**config.mk**
```make
export PLATFORM = sky130hd
export DESIGN_NAME = serial_adder
export DESIGN_NICKNAME = d
export VERILOG_FILES = /design/src/rtl/serial_adder.sv
export SDC_FILE = /design/constraint.sdc
export NUM_CORES = 1
export LEC_CHECK = 0
export CAP_MARGIN = 20
export CORE_MARGIN = 3
export CORE_UTILIZATION = 35
export DETAILED_ROUTE_END_ITERATION = 10
export MAX_ROUTING_LAYER = met4
export PLACE_DENSITY_LB_ADDON = 0.12
export SYNTH_ARGS = -nofsm -noshare
export SYNTH_HDL_FRONTEND = slang
export SYNTH_SLANG_ARGS = --single-unit
```
**constraint.sdc**
```tcl
create_clock -name clk -period 1.4 [get_ports clk]
set_input_delay 0.14 -clock clk [delete_from_list [all_inputs] [get_ports clk]]
set_output_delay 0.14 -clock clk [all_outputs]
set_load 0.01 [all_outputs]
```
**src/rtl/serial_adder.sv**
```systemverilog
// Bit-serial WIDTH-bit adder: one full-adder cell reused over WIDTH cycles, LSB first.
// Result {cout,sum} = a + b + cin, published on the RUN->DONE edge and held until the next completion.
module serial_adder #(
    parameter int WIDTH = 8
) (
    input  logic             clk,
    input  logic             reset,
    input  logic             start,
    input  logic [WIDTH-1:0] a,
    input  logic [WIDTH-1:0] b,
    input  logic             cin,
    output logic             busy,
    output logic             done,
    output logic [WIDTH-1:0] sum,
    output logic             cout
);

    localparam int CW = (WIDTH > 1) ? $clog2(WIDTH) : 1;

    localparam logic [1:0] IDLE = 2'd0;
    localparam logic [1:0] RUN  = 2'd1;
    localparam logic [1:0] DONE = 2'd2;

    logic [1:0]       state;
    logic [WIDTH-1:0] a_sh;
    logic [WIDTH-1:0] b_sh;
    logic [WIDTH-1:0] r_sh;
    logic             carry;
    logic [CW-1:0]    cnt;
    logic             s;
    logic             c;
    logic             last;

    always_comb begin
        s    = a_sh[0] ^ b_sh[0] ^ carry;
        c    = (a_sh[0] & b_sh[0]) | (a_sh[0] & carry) | (b_sh[0] & carry);
        last = (cnt == CW'(WIDTH - 1));
        busy = (state == RUN);
        done = (state == DONE);
    end

    always_ff @(posedge clk or posedge reset) begin
        if (reset) begin
            state <= IDLE;
            a_sh  <= '0;
            b_sh  <= '0;
            r_sh  <= '0;
            carry <= 1'b0;
            cnt   <= '0;
            sum   <= '0;
            cout  <= 1'b0;
        end else begin
            case (state)
                IDLE, DONE: begin
                    // DONE accepts start as well, giving back-to-back operation
                    if (start) begin
                        a_sh  <= a;
                        b_sh  <= b;
                        carry <= cin;
                        cnt   <= '0;
                        state <= RUN;
                    end else begin
                        state <= IDLE;
                    end
                end
                RUN: begin
                    a_sh  <= {1'b0, a_sh[WIDTH-1:1]};
                    b_sh  <= {1'b0, b_sh[WIDTH-1:1]};
                    r_sh  <= {s, r_sh[WIDTH-1:1]};
                    carry <= c;
                    if (last) begin
                        sum   <= {s, r_sh[WIDTH-1:1]};
                        cout  <= c;
                        cnt   <= '0;
                        state <= DONE;
                    end else begin
                        cnt <= cnt + 1'b1;
                    end
                end
                default: state <= IDLE;
            endcase
        end
    end

endmodule

```
== Yosys cells after proc, flatten, opt, wreduce, memory -nomap -nowiden ==
Cells that the tools add are included.
Widths: inputs -> output; s select.
Storage, ports and cells
  register bits after elaboration: 39
  input port bits: 20
  output and inout port bits: 11
  word-level logic and storage cells: 38
Operators by class
  add/sub/neg operators: 1
  equal/unequal tests: 5
  multiplexer cells: 12
  bitwise operators: 7
  reductions and logical operators: 5
Operator list (count)
  $pmux 8 s2: 2
  $mux 8: 2
  $mux 3: 2
  $pmux 3 s2: 1
  $pmux 2 s2: 1
  $reduce_and 2->1: 2
  $add 3x1->3 const B: 1
  $and 1x1->1: 3
  $eq 3x3->1 const B: 1
  $eq 2x1->1 const B: 1
  $eq 2x2->1 const B: 1
  $logic_not 2->1: 1
  $mux 1: 2
  $mux 2: 1
  $ne 2x1->1 const B: 1
  $ne 2x2->1 const B: 1
  $or 1x1->1: 2
  $pmux 1 s2: 1
  $reduce_bool 2->1: 1
  $reduce_or 2->1: 1
  $xor 1x1->1: 2

== Logic depth before layout (Yosys ltp) ==
  depth in word-level cells: 4
  mapped depth: 6

== Worst setup path before layout ==
Ideal clock, no wire load.
  kind: reg-to-reg
  from: register cnt[0]
  to: register cout
  data arrival time: 1.249 ns
  slack: 0.026 ns
  cell stages (with the launch flop): 5
  buffers on the path: 0
  cells stage by stage: dfrtp_1 ha_1 ha_1 nand2_8 mux2_4
On the way
  word-level cells in the longest chain between the ends: 2
RTL lines
  start: declaration: RTL line 29  | logic [CW-1:0] cnt;
  start signal: assignment: RTL line 77  | cnt <= cnt + 1'b1;
  $eq 3x3->1: RTL line 37  | last = (cnt == CW'(WIDTH - 1));
  $reduce_and 2->1 (no source line)
  end signal: assignment: RTL line 51  | cout <= 1'b0;
  end signal: assignment: RTL line 73  | cout <= c;
  end: declaration: RTL line 15  | output logic cout
No other way between the ends.
A chain may end at the register's enable or synchronous reset.

== Worst setup path in the final report ==
  from: register cnt[1]
  to: register cnt[0]
On the way
  word-level cells in the longest chain between the ends: 3
RTL lines
  $eq 3x3->1: RTL line 37
  $mux 3: RTL line 71  | if (last) begin
  $pmux 3 s2: RTL line 53  | case (state)
No other way between the ends.

==> out/summary.md <==
The logs give 1.08 nW for the leakage power of the design and 4 for the total iterations of the first detailed-routing run. In this run the mean area of a mapped cell was 11.4 um2. The internal power of the cells came out at 0.00358 W. Buffers inserted during clock tree synthesis total 5. The switching part of the total power came out at 0.329.

The logs give 1730 um2 for the combined area of all synthesized cells and 31 for the I/O pin count. The critical path starts at cnt[1]. The final hold violation count came out at 0. In this run the worst hold path is classified as in2async. The highest clock frequency the design can meet came out at 743 MHz.

The diode insertion count for antenna repair is 0. At the pin with the least slew margin, the transition time is 0.247 ns. Number of vias after detailed routing: 1257. The most common cell after layout, fill and taps aside was dfrtp_1. The logs give 0 for the max-cap violation count and 0 for the count of final max-slew check failures. The critical path runs through a total of 5 cells. The net count of the mapped netlist was 174. The cell count after synthesis came out at 151. The biggest fanout along the worst timing path is 3, and the number of rows created at floorplan is 24. The relative max-transition margin came out at 0.834. Among the stages of the critical path, the cell type that occurs most often is ha_4. Summed over all layers, the global routing overflow is 0.

The slowest stage of the critical path belongs to the cell dfrtp_1. Grouping stages by cell kind, the critical path spends the most delay in flip-flops. The tools report the sum of negative setup slack as 0 ns.

The tools report the final routed wirelength across all metal layers as 3.60 mm. The warning count from the yosys run is 0, and the area growth from synthesis to final layout is 36.5%. Setup violations remaining at the end of the flow were counted as 0. The worst setup path is captured at a flop. The tools report the maximum buffer depth of the clock tree as 2.

The detailed router put a total of 1.75 mm of wire on met1. In this design, the stage delay of the slowest critical-path cell is 0.41 ns. After the last flow step, the layout net total stands at 217. Starting density of the core: 0.378.

Measured along the y axis, the die boundary spans 76.2 um. The kind of launch point of the worst setup path was a flop. The detail-routed net length per standard cell was 13.9 um; the first-pass GRT wire length was 6.33 mm. The top cell types in the final layout, fill and taps aside, are 38 x dfrtp_1, 26 x clkdlybuf4s50_1, 21 x nand2_1, 14 x buf_4, 11 x nor2_1.

The share of cells above drive strength 1 was 0.205. The number of unique standard cell types used by synthesis was 21. The floorplan die area was 5810 um2; the worst reg2reg path depth was 5. The critical path goes through ha_4 -> ha_4 -> nor2_1 -> mux2_2 -> a22o_1. In the routed layout, each cell is associated on average with a via count of 4.83. DRC marker count from the first detailed-route iteration: 65. After clock tree synthesis, the flow added hold-fix buffers numbering 0. The count of antenna-violating nets left after detailed routing was 0; the number of remaining DRC errors was 0. The clock share of power was 0.216. The worst register-to-register path begins at cnt[1]. TritonCTS built the clock tree. In this run the power density over the cells is 2270 nW/um2. The worst register-to-register path ends at cnt[0].

The die extent in x was 76.2 um; the core outline area was 4560 um2. Period utilization: 0.961. The wire length on met3 was 168 um. The run gives 0.00737 ns as the worst setup skew after layout. The count of buffers added on input and output ports is 30. Sequential cell area fraction in the yosys report: 0.551. For the critical path data arrival time, the log shows 1.52 ns. The logs give 0.708 for the routability congestion estimate and 2 for the number of H-tree branching levels. Counting I/O delays and the setup requirement, the final critical path takes 1.35 ns. Timing analysis after detailed placement gives a worst setup slack of -0.0501 ns. The logs give 1.67 mm for the total length of routed met2 wires and 2.51 mm for the post-detailed-placement half-perimeter wirelength. The register bit count reported by yosys works out to 38. For the number of global-route vias before repair, the log shows 1299. The initial antenna violation count is 0. For the power share of the sequential group, the log shows 0.371. The number of buffers and inverters on the critical path is 0. The tools report the net switching power as 0.00176 W. The logs give 38 for the clock sink count and 1.58 ns for the worst path required time. The largest net degree at the start of global routing is 39, and the number of filler instances in the final layout is 429.

In the post-route analysis, the smallest setup slack over all paths is 0.0545 ns. Clock-pin slew was measured on the worst setup and hold paths at 0.08 ns. Clock tree synthesis selected as its root buffer the cell clkbuf_8.

Across the VDD grid, the largest voltage drop is 1.05 mV. The combinational group share of total power was 0.412. The run finished with clean final reports. The global-route total usage across every layer was 0.140.

Setup repair after global routing left no endpoint under its margin. The top metal layer carrying routed signals was met4. The critical path ends at cnt[0].

The setup slack on the worst flop-to-flop path is 0.05 ns, and the clock insertion delay at the later pin of the skew report is 0.29 ns. The kind of critical path is reg2reg.
## metal layers
layer / GRT usage / vias up
met3: 0.0473 / 2
met5: - / -
met2: 0.207 / 33
met4: 0.0471 / 0
li1: - / 610
met1: 0.179 / 612
## stage by stage
step / power, W / utilization / hold slack, ns / cell area, um2 / instances
finish: 0.00534 / 0.516 / 0.201 / 2360 / 260
global route: 0.00576 / 0.516 / 0.228 / 2360 / 260
CTS: 0.00535 / 0.511 / 0.208 / 2330 / 259
detailed placement: 0.00415 / 0.476 / 0.472 / 2170 / 251
global placement: 0.00404 / 0.476 / 0.460 / 2170 / 251
floorplan: 0.00335 / - / 0.280 / 1730 / 151
## cell usage after synthesis
library cell	n	share of area
inv_1	2	0.0043
buf_6	1	0.0065
nand2b_1	2	0.0072
o22ai_1	8	0.029
nor3_1	8	0.023
mux2_2	1	0.0065
a211oi_1	7	0.030
ha_1	2	0.014
mux2_4	9	0.078
dfrtp_1	38	0.55
o21ai_0	1	0.0029
nand2_8	1	0.012
nand2_1	21	0.046
nor2_1	11	0.024
nor2b_1	9	0.033
fa_1	1	0.012
inv_8	1	0.0065
a22o_1	6	0.030
mux2i_1	7	0.041
buf_2	8	0.023
a21oi_1	7	0.020
## worst min-delay path: stages
cell and delay, ns:
clkdlybuf4s50_1 0.40, inv_1 0.09, buf_12 0.23
## worst min path at each step
stage / cells past startpoint / startpoint / endpoint / slack, ns
floorplan: 1 / a[7] / a_sh[7] / 0.28
global placement: 2 / r_sh[1] / r_sh[1] / 0.46
detailed placement: 2 / r_sh[1] / r_sh[1] / 0.47
CTS: 3 / reset / sum[0] / 0.21
global route: 3 / reset / b_sh[0] / 0.23
finish: 3 / reset / sum[0] / 0.20
## what timing repair did
item | in CTS | in global routing
resized for setup | 6 | 6
pin swaps | 0 | 0
setup endpoints to repair | 12 | 6
setup buffers | 0 | 1
## power by group through the flow
| stage | logic, W | clock network [W] | registers, W |
|---|---|---|---|
| 2_1_floorplan | 0.00140 | 0 | 0.00195 |
| 3_3_place_gp | 0.00209 | 0 | 0.00195 |
| 3_5_place_dp | 0.00217 | 0 | 0.00198 |
| 4_1_cts | 0.00220 | 0.00118 | 0.00197 |
| 5_1_grt | 0.00245 | 0.00124 | 0.00206 |
| 6_report | 0.00220 | 0.00115 | 0.00198 |
## cell type report
type                            instances  area [um2]  area share
Inverter                                3        18.8     0.00796
Timing Repair Buffer                   45         424       0.180
Clock inverter                          2        60.1      0.0255
Clock buffer                            6        82.6      0.0350
Tap cell                               65        81.3      0.0345
Sequential cell                        38         951       0.403
Multi-Input combinational cell        101         739       0.314
## kinds of logic after synthesis
kind of cell	after synthesis	synth area share
and+or+nand+nor	52	0.144
DFF	38	0.551
AOI/OAI and AO/OA	29	0.113
muxes	17	0.125
buffers and inverters	12	0.0406
adders and majority gates	3	0.0261
## registers in the layout (all words and copies together) (netlist names)
| register | cells |
|---|---|
| carry | 1 |
| b_sh | 8 |
| sum | 8 |
| state | 2 |
| cnt | 3 |
| a_sh | 8 |
| r_sh | 7 |
| cout | 1 |
(Power assumes the default switching activity.)
